$ cat src/rtl/spinn_aer_if_cfg_pkg.sv
// Shared definitions for the SpiNNaker AER interface configuration block:
// control-packet field offsets, opcode values and FSM state encoding.
package spinn_aer_if_cfg_pkg;

    // Control packet field layout
    localparam int GO_BIT       = 8;
    localparam int OPC_LSB      = 9;
    localparam int OPC_BITS     = 3;
    localparam int KEY_LSB      = 8;
    localparam int KEY_BITS     = 32;
    localparam int PAYLOAD_LSB  = 40;
    localparam int PAYLOAD_BITS = 32;

    // Opcodes carried in the key field
    localparam logic [OPC_BITS-1:0] OPC_GO       = 3'd0;
    localparam logic [OPC_BITS-1:0] OPC_SET_MODE = 3'd1;
    localparam logic [OPC_BITS-1:0] OPC_SET_KEY  = 3'd2;
    localparam logic [OPC_BITS-1:0] OPC_OVERRIDE = 3'd3;

    // Configuration update sequencer states
    typedef enum logic [1:0] {
        ST_IDLE   = 2'd0,
        ST_DRAIN  = 2'd1,
        ST_COMMIT = 2'd2
    } state_t;

    // Opcodes above OVERRIDE have no function and are only counted
    function automatic logic opc_is_bad(input logic [OPC_BITS-1:0] opc);
        return (opc > OPC_OVERRIDE);
    endfunction

endpackage

$ cat src/rtl/spinn_aer_if_sync.sv
// Parametrised-width two-flop synchroniser for asynchronous board switches.
module spinn_aer_if_sync #(
    parameter int WIDTH = 1
) (
    input  logic             clk,
    input  logic             rst,
    input  logic [WIDTH-1:0] d,
    output logic [WIDTH-1:0] q
);

    logic [WIDTH-1:0] meta;

    // Two back-to-back flops give metastability time to resolve
    always_ff @(posedge clk or posedge rst) begin
        if (rst) begin
            meta <= '0;
            q    <= '0;
        end else begin
            meta <= d;
            q    <= meta;
        end
    end

endmodule

$ cat src/rtl/spinn_aer_if_cfg.sv
// SpiNNaker AER interface configuration block. Control packets select the
// output mode, virtual key and forwarding enable; mode/key changes are
// applied only after event forwarding has been quiet for a drain period.
module spinn_aer_if_cfg
    import spinn_aer_if_cfg_pkg::*;
#(
    parameter int                   PKT_BITS     = 72,
    parameter int                   MODE_BITS    = 3,
    parameter int                   VKEY_BITS    = 16,
    parameter int                   VKS_BITS     = 1,
    parameter int                   DRAIN_CYCLES = 16,
    parameter bit                   INIT_GO      = 1'b1,
    parameter logic [MODE_BITS-1:0] DEF_MODE     = '0,
    parameter logic [VKEY_BITS-1:0] DEF_KEY      = 16'h0200,
    parameter logic [VKEY_BITS-1:0] ALT_KEY      = 16'hFEFF
) (
    input  logic                 clk,
    input  logic                 rst,
    input  logic [PKT_BITS-1:0]  cpkt_data,
    input  logic                 cpkt_vld,
    output logic                 cpkt_rdy,
    input  logic [MODE_BITS-1:0] msel,
    input  logic [VKS_BITS-1:0]  vksel,
    output logic [MODE_BITS-1:0] vmode,
    output logic [VKEY_BITS-1:0] vkey,
    output logic                 go,
    output logic [7:0]           bad_cnt
);

    localparam logic [7:0] DRAIN_INIT = 8'(DRAIN_CYCLES);

    logic [MODE_BITS-1:0] msel_sync;
    logic [VKS_BITS-1:0]  vksel_sync;

    logic [OPC_BITS-1:0]  opc;
    logic                 go_bit;
    logic [VKEY_BITS-1:0] arg;
    logic                 accept;
    logic                 unused_pkt_bits;

    logic                 sw_ovr;
    logic [MODE_BITS-1:0] sw_mode;
    logic [VKEY_BITS-1:0] sw_key;
    logic [MODE_BITS-1:0] tgt_mode;
    logic [VKEY_BITS-1:0] tgt_key;
    logic                 tgt_diff;

    state_t               state;
    state_t               state_nxt;
    logic [7:0]           drain_cnt;
    logic                 rdy_nxt;
    logic                 drain_load;
    logic                 commit_en;

    logic                 go_save;
    logic                 go_saved;

    spinn_aer_if_sync #(.WIDTH(MODE_BITS)) u_msel_sync (
        .clk (clk),
        .rst (rst),
        .d   (msel),
        .q   (msel_sync)
    );

    spinn_aer_if_sync #(.WIDTH(VKS_BITS)) u_vksel_sync (
        .clk (clk),
        .rst (rst),
        .d   (vksel),
        .q   (vksel_sync)
    );

    assign opc    = cpkt_data[OPC_LSB +: OPC_BITS];
    assign go_bit = cpkt_data[GO_BIT];
    assign arg    = cpkt_data[PAYLOAD_LSB +: VKEY_BITS];
    assign accept = cpkt_vld & cpkt_rdy;

    assign unused_pkt_bits = ^{cpkt_data[PKT_BITS-1:PAYLOAD_LSB+VKEY_BITS],
                               cpkt_data[PAYLOAD_LSB-1:OPC_LSB+OPC_BITS],
                               cpkt_data[GO_BIT-1:0]};

    // Target configuration: switches unless software override is enabled
    always_comb begin
        tgt_mode = msel_sync;
        tgt_key  = (vksel_sync == VKS_BITS'(1)) ? ALT_KEY : DEF_KEY;
        if (sw_ovr) begin
            tgt_mode = sw_mode;
            tgt_key  = sw_key;
        end
        tgt_diff = (tgt_mode != vmode) || (tgt_key != vkey);
    end

    // Sequencer state register
    always_ff @(posedge clk or posedge rst) begin
        if (rst) begin
            state <= ST_IDLE;
        end else begin
            state <= state_nxt;
        end
    end

    // Next state: drain only when events are flowing, commit directly otherwise
    always_comb begin
        state_nxt = state;
        case (state)
            ST_IDLE: begin
                if (tgt_diff) begin
                    state_nxt = go ? ST_DRAIN : ST_COMMIT;
                end
            end
            ST_DRAIN: begin
                if (drain_cnt <= 8'd1) begin
                    state_nxt = ST_COMMIT;
                end
            end
            ST_COMMIT: state_nxt = ST_IDLE;
            default:   state_nxt = ST_IDLE;
        endcase
    end

    // Sequencer control strobes derived from the current and next state
    always_comb begin
        rdy_nxt    = (state_nxt == ST_IDLE);
        drain_load = (state == ST_IDLE) && (state_nxt == ST_DRAIN);
        commit_en  = (state == ST_COMMIT);
    end

    // Ready is registered from the next state so it never depends on cpkt_vld
    always_ff @(posedge clk or posedge rst) begin
        if (rst) begin
            cpkt_rdy <= 1'b0;
        end else begin
            cpkt_rdy <= rdy_nxt;
        end
    end

    // Drain counter: loaded on entry to DRAIN, counts the quiet cycles down
    always_ff @(posedge clk or posedge rst) begin
        if (rst) begin
            drain_cnt <= 8'd0;
        end else if (drain_load) begin
            drain_cnt <= DRAIN_INIT;
        end else if ((state == ST_DRAIN) && (drain_cnt != 8'd0)) begin
            drain_cnt <= drain_cnt - 8'd1;
        end
    end

    // Forwarding enable: forced low for a drain, restored at commit; a GO
    // packet arriving as the drain starts is redirected into the saved value
    always_ff @(posedge clk or posedge rst) begin
        if (rst) begin
            go       <= INIT_GO;
            go_save  <= 1'b0;
            go_saved <= 1'b0;
        end else begin
            if (drain_load) begin
                go       <= 1'b0;
                go_save  <= go;
                go_saved <= 1'b1;
            end
            if (accept && (opc == OPC_GO)) begin
                if (drain_load) begin
                    go_save <= go_bit;
                end else begin
                    go <= go_bit;
                end
            end
            if (commit_en && go_saved) begin
                go       <= go_save;
                go_saved <= 1'b0;
            end
        end
    end

    // Software-staged mode, key and override selection
    always_ff @(posedge clk or posedge rst) begin
        if (rst) begin
            sw_ovr  <= 1'b0;
            sw_mode <= DEF_MODE;
            sw_key  <= DEF_KEY;
        end else if (accept) begin
            case (opc)
                OPC_SET_MODE: sw_mode <= arg[MODE_BITS-1:0];
                OPC_SET_KEY:  sw_key  <= arg;
                OPC_OVERRIDE: sw_ovr  <= go_bit;
                default:      ;
            endcase
        end
    end

    // Active configuration changes only in COMMIT, taking the latest target
    always_ff @(posedge clk or posedge rst) begin
        if (rst) begin
            vmode <= DEF_MODE;
            vkey  <= DEF_KEY;
        end else if (commit_en) begin
            vmode <= tgt_mode;
            vkey  <= tgt_key;
        end
    end

    // Saturating count of packets with unknown opcodes
    always_ff @(posedge clk or posedge rst) begin
        if (rst) begin
            bad_cnt <= 8'd0;
        end else if (accept && opc_is_bad(opc) && (bad_cnt != 8'hFF)) begin
            bad_cnt <= bad_cnt + 8'd1;
        end
    end

endmodule

$ cat config.mk
export PLATFORM = sky130hd
export DESIGN_NAME = spinn_aer_if_cfg
export DESIGN_NICKNAME = d
export VERILOG_FILES = /design/src/rtl/spinn_aer_if_cfg_pkg.sv /design/src/rtl/spinn_aer_if_sync.sv /design/src/rtl/spinn_aer_if_cfg.sv
export SDC_FILE = /design/constraint.sdc
export NUM_CORES = 1
export LEC_CHECK = 0
export BUFFER_PORTS_ARGS = -buffer_cell sky130_fd_sc_hd__clkbuf_2
export CORE_MARGIN = 5
export CORE_UTILIZATION = 54
export DETAILED_ROUTE_END_ITERATION = 7
export PLACE_DENSITY = 0.81
export SLEW_MARGIN = 20
export SYNTH_ARGS = -nofsm -noshare
export SYNTH_HDL_FRONTEND = slang
export SYNTH_SLANG_ARGS = --single-unit
$ cat constraint.sdc
create_clock -name clk -period 2.95 [get_ports clk]
set_input_delay 0.1475 -clock clk [delete_from_list [all_inputs] [get_ports clk]]
set_output_delay 0.1475 -clock clk [all_outputs]
set_load 0.005 [all_outputs]
---- After elaboration in Yosys (flattened, before gate mapping) ----
Index checks and enable logic that the tools add are counted.
storage, ports and cells
  output and inout port bits .............. 29
  word-level logic and storage cells ...... 64
  bits in registers ....................... 69
operators by class
  $add $sub $neg .......................... 2
  equal/unequal tests ..................... 9
  reductions and logical operators ........ 16
  multiplexer cells ....................... 18
  bitwise operators ....................... 1
  order comparisons ....................... 2
operator list
  cell                   count
  $mux W16               2
  $mux W8                2
  $ne A16 B16 Y1         1
  $mux W1                9
  $add A8 B1 Y8 const B  1
  $le A8 B1 Y1 const B   1
  $ne A8 B8 Y1 const B   1
  $reduce_bool A8 Y1     1
  $sub A8 B1 Y8 const B  1
  $eq A3 B2 Y1 const B   2
  $logic_and A1 B1 Y1    6
  $mux W2                3
  $reduce_and A2 Y1      3
  $eq A2 B1 Y1 const B   2
  $logic_not A2 Y1       2
  $pmux W2 S2            1
  $reduce_bool A2 Y1     2
  $eq A3 B1 Y1 const B   1
  $gt A3 B2 Y1 const B   1
  $logic_not A3 Y1       1
  $mux W3                1
  $ne A3 B3 Y1           1
  $eq A2 B2 Y1 const B   1
  $and A1 B1 Y1          1
  $logic_or A1 B1 Y1     1

---- Longest topological paths before layout ----
  depth after elaboration ................. 12
  mapped depth ............................ 9
  gate-level depth less buffers ........... 7

---- Modules after synthesis ----
From an unflattened synthesis, not the netlist that was laid out.
unflattened totals
  cell total of the unflattened synthesis .. 293
  area, all modules ....................... 3189.3 um2
by module, submodules not included
  module                             cells each  area each (um2)  times used
  spinn_aer_if_cfg                   283         2981.6           1
  spinn_aer_if_sync at u_msel_sync   7           153.9            1
  spinn_aer_if_sync at u_vksel_sync  3           53.8             1

---- Least setup slack after synthesis ----
Ideal clock, no wire load.
  kind .................................... register to register
  start ................................... register vkey[0]
  end ..................................... register go_save
  setup time .............................. 0.125 ns
  arrival time ............................ 1.827 ns
  required time ........................... 2.825 ns
  stages on the path, launching flop included .. 8
  path buffers ............................ 0
  path slack .............................. 0.998 ns
  cell sequence ........................... dfrtp_1 -> or4_1 -> mux2i_1 -> nand2_1 -> o21ai_2 -> nand3_2 -> and4b_4 -> mux2_4
on the way
  longest elaborated chain between the ends .. 9
ends and longest elaborated chain
  item                     line                     RTL
  start, declared          spinn_aer_if_cfg.sv:25   output logic [VKEY_BITS-1:0] vkey,
  start signal, assigned   spinn_aer_if_cfg.sv:197  vkey <= tgt_key;
  $ne A16 B16 Y1 (*)       spinn_aer_if_cfg.sv:89   tgt_diff = (tgt_mode != vmode) || (tgt_key != vkey);
  $logic_or A1 B1 Y1 (*)   spinn_aer_if_cfg.sv:89
  $mux W2 (*)              spinn_aer_if_cfg.sv:106  if (tgt_diff) begin
  $pmux W2 S2 (*)          spinn_aer_if_cfg.sv:104  case (state)
  $eq A2 B1 Y1 (*)         spinn_aer_if_cfg.sv:123  drain_load = (state == ST_IDLE) && (state_nxt == ST_DRAIN);
  $logic_and A1 B1 Y1 (*)  spinn_aer_if_cfg.sv:123
  $mux W1                  spinn_aer_if_cfg.sv:155  if (drain_load) begin
  $mux W1                  spinn_aer_if_cfg.sv:161  if (drain_load) begin
  $mux W1 (*)              spinn_aer_if_cfg.sv:160  if (accept && (opc == OPC_GO)) begin
  end signal, assigned     spinn_aer_if_cfg.sv:157  go_save <= go;
  end signal, assigned     spinn_aer_if_cfg.sv:162  go_save <= go_bit;
  end, declared            spinn_aer_if_cfg.sv:55   logic go_save;
Every way passes the cells marked *; elsewhere a longest branch is shown, timed or not.
A chain may end at the register's enable or synchronous reset.

---- Final worst setup path ----
  start ................................... register sw_ovr
  end ..................................... register go_save
on the way
  longest elaborated chain between the ends .. 10
  elaborated cells between the ends (all ways) .. 12
ends and longest elaborated chain
  item                                            line                     RTL
  start, declared                                 spinn_aer_if_cfg.sv:41   logic sw_ovr;
  start signal, assigned                          spinn_aer_if_cfg.sv:184  OPC_OVERRIDE: sw_ovr <= go_bit;
  $mux W16 or $mux W3 (tied branches)             spinn_aer_if_cfg.sv:85   if (sw_ovr) begin
  $ne A16 B16 Y1 or $ne A3 B3 Y1 (tied branches)  spinn_aer_if_cfg.sv:89
  $logic_or A1 B1 Y1 (*)                          spinn_aer_if_cfg.sv:89
  $mux W2 (*)                                     spinn_aer_if_cfg.sv:106
  $pmux W2 S2 (*)                                 spinn_aer_if_cfg.sv:104
  $eq A2 B1 Y1 (*)                                spinn_aer_if_cfg.sv:123
  $logic_and A1 B1 Y1 (*)                         spinn_aer_if_cfg.sv:123
  $mux W1                                         spinn_aer_if_cfg.sv:155
  $mux W1                                         spinn_aer_if_cfg.sv:161
  $mux W1 (*)                                     spinn_aer_if_cfg.sv:160
Marks and branches as above.

==> results.json <==
{
  "status": "finished, final reports clean",
  "syn_area_mm2": 0.00316,
  "grt_usage": 0.185,
  "final.setup.tns_ns": 0,
  "powerDensity_mw_per_mm2": 1020,
  "drc": 0,
  "via_per_inst": 5.39,
  "dieArea_mm2": 0.00748,
  "grt_max_degree": 41,
  "worstPathRequired_ns": 3.17,
  "fillCellCount": 446,
  "overflow": 0,
  "netlist.area_leader.share": 0.523,
  "finalCritPeriodShare": 0.758,
  "max_freq_ghz": 0.447,
  "synth_edf_count": 0,
  "grt_pass1_vias": 2323,
  "port-buffer-count": 55,
  "post_cts_buffers": 0,
  "skew_ns": 0.00850,
  "synth_ff_type": "dfrtp_1",
  "grt_setup_unrepaired": "false",
  "reg2reg_slack_ns": 0.71,
  "worst_pin_slew_ns": 0.583,
  "core_area_mm2": 0.00561,
  "clk_path_buf_depth": 2,
  "ioPinCount": 108,
  "ff2ff_path_depth": 6,
  "cts_inserted_buffers": 9,
  "nets": 431,
  "first_pass_iters": 4,
  "crit_path_top_delay_cell": "dfrtp_1",
  "max_cap_viol_count": 0,
  "worst-path-buf-inv": 0,
  "yosys_warnings": 0,
  "synth_common_cells": "dfrtp_1 (66), nand2_1 (26), o21ai_0 (22), mux2_2 (21), xor2_1 (19)",
  "cts.clk_slew.worst_paths_ns": 0.07,
  "path_max_fanout": 12,
  "synth_cell_type_count": 38,
  "antenna_found_initial": 0,
  "worst_setup_path_end_kind": "flop",
  "postLayoutCellArea_mm2": 0.00374,
  "cts_tree": "built",
  "cts_resized": 0,
  "grt_pass1_wl_um": 10900,
  "drtAntennaViolNets": 0,
  "hold_viol": 0,
  "synth.avg_cell_area_um2": 11.2,
  "cts.htree.levels": 3,
  "finalCriticalPeriod_ns": 2.24,
  "wl_per_cell_um": 14.6,
  "initial_core_util": 0.564,
  "post_route_cells_drive_above_1_share": 0.308,
  "min_path_type": "in2reg",
  "path_class": "reg2reg",
  "dieWidth_um": 86.5,
  "dp.cells": 405,
  "slew_headroom": 0.611,
  "hold-path-cell-count": 3,
  "syn_nets": 365,
  "routed_wl_um": 6200,
  "synth.area.top_cells": "dfrtp_1 (52%), mux2_2 (7.5%), xor2_1 (5.3%), xnor2_1 (3.6%), o21ai_0 (3.5%)",
  "hpwl_um": 4350,
  "leakagePower_nw": 1.77,
  "cp_top_family": "simple AND/OR/NAND/NOR gates",
  "syn_inst": 283,
  "cts_root_buffer": "clkbuf_8",
  "start_kind": "flop",
  "place.gp.congestion": 0.756,
  "peakVddDrop_uv": 493,
  "place_area_mm2": 0.00351,
  "worstPathCellList": "mux2i_1, xnor2_1, nor4_2, nand3_2, and4b_4, mux2_4",
  "clock_latency_ns": 0.34,
  "vias": 2295,
  "ys_seq_elements": 69,
  "synth_top_area_cell": "dfrtp_1",
  "syn_to_final_growth_pct": 18.3,
  "synth.most_common_cell": "dfrtp_1",
  "cts_sinks": 69,
  "drt-initial-drc-count": 134,
  "slew_violations": 0,
  "seq_area_frac_synth": 0.548,
  "die_height_um": 86.5,
  "cp.depth": 6,
  "worstPathArrival_ns": 2.46,
  "slowest_delay_ns": 0.62,
  "synthArstFlopShare": 1.00,
  "antennaDiodeCount": 0,
  "setup_viol": 0,
  "rows": 27,
  "stdcell_count": 426
}
-- path summary, 6_finish.rpt --
check                                  start                  end
max reg2reg                           sw_ovr              go_save
min                            cpkt_data[49]            sw_key[9]
min reg2reg                u_vksel_sync.meta       u_vksel_sync.q
max                                   sw_ovr              go_save
max in group asynchronous                rst  u_msel_sync.meta[0]
min in group asynchronous                rst         drain_cnt[0]
-- tightest hold or removal path: cells and delay by family --
kind | cells | cell delay (ns)
buf+inv | 1 | 0.08
compound gates | 1 | 0.08
simple gates | 1 | 0.04
-- kinds of logic (layout without fill, tap and decap cells) --
group	count (synthesis)	in the layout	share of synthesized area
XOR/XNOR	32	32	0.0887
AO/OA/AOI/OAI	49	49	0.0883
AND/OR/NAND/NOR	82	82	0.131
adder cells (fa/ha/maj)	3	3	0.0119
multiplexers	30	30	0.105
flip-flops	69	69	0.548
buffers and inverters	18	89	0.0273
-- cell usage in the layout (no fill, tap or decap), types with 4 or more instances in the layout --
| master | instances |
|---|---|
| nor4_1 | 6 |
| dfrtp_1 | 66 |
| o21ai_0 | 22 |
| mux2_2 | 21 |
| clkbuf_8 | 11 |
| nor3_1 | 4 |
| buf_4 | 6 |
| xor2_1 | 19 |
| dlygate4sd3_1 | 5 |
| nand3_1 | 8 |
| a21oi_1 | 17 |
| mux2i_1 | 8 |
| clkbuf_2 | 55 |
| nand2_1 | 26 |
| inv_1 | 6 |
| nor2_1 | 17 |
| xnor2_1 | 13 |
-- where the power goes --
part	total, mW	leakage, nW	internal [mW]	switching (mW)
Combinational	1.37	0.819	0.691	0.675
Sequential	1.77	0.855	1.34	0.429
Clock	0.682	0.0921	0.347	0.336
Total	3.82	1.77	2.38	1.44
-- repair_timing --
action | 4_1_cts | 5_1_grt
setup endpoints to repair | 0 | 0
endpoints found under the hold margin | 12 | 0
hold buffers | 5 | 0
-- final cells by class --
type | count | area [µm²] | share of cell area
Clock inverter | 4 | 22.5 | 0.00602
Inverter | 7 | 26.3 | 0.00703
Multi-Input combinational cell | 196 | 1340 | 0.359
Clock buffer | 12 | 155 | 0.0415
Timing Repair Buffer | 66 | 370 | 0.0991
Sequential cell | 69 | 1730 | 0.463
Tap cell | 72 | 90.1 | 0.0241
-- routing by layer --
| layer | up-vias | part of all wire | GRT usage |
|---|---|---|---|
| met1 | 1119 | 0.45 | 0.250 |
| li1 | 1115 | - | - |
| met5 | - | 0 | 0 |
| met3 | 11 | 0.045 | 0.0447 |
| met4 | 0 | 0.013 | 0.0722 |
| met2 | 50 | 0.49 | 0.289 |
-- registers in the layout, indices dropped and copies added, names as in the netlist, 2 cells and up --
name / count
state: 2
u_msel_sync.meta: 3
bad_cnt: 8
drain_cnt: 8
vmode: 3
sw_key: 16
sw_mode: 3
vkey: 16
u_msel_sync.q: 3
-- metrics by stage --
| stage | setup slack (ns) | power (mW) | hold WS [ns] | util |
|---|---|---|---|---|
| floorplan | 0.998 | 2.71 | 0.179 | - |
| global placement | 0.737 | 3.07 | 0.0499 | 0.626 |
| detailed placement | 0.749 | 3.15 | 0.0539 | 0.626 |
| CTS | 0.710 | 3.85 | 0.00372 | 0.667 |
| global route | 0.570 | 4.14 | 0.0286 | 0.667 |
| finish | 0.715 | 3.82 | 0.0149 | 0.667 |
Power figures use the tool's default switching activity.
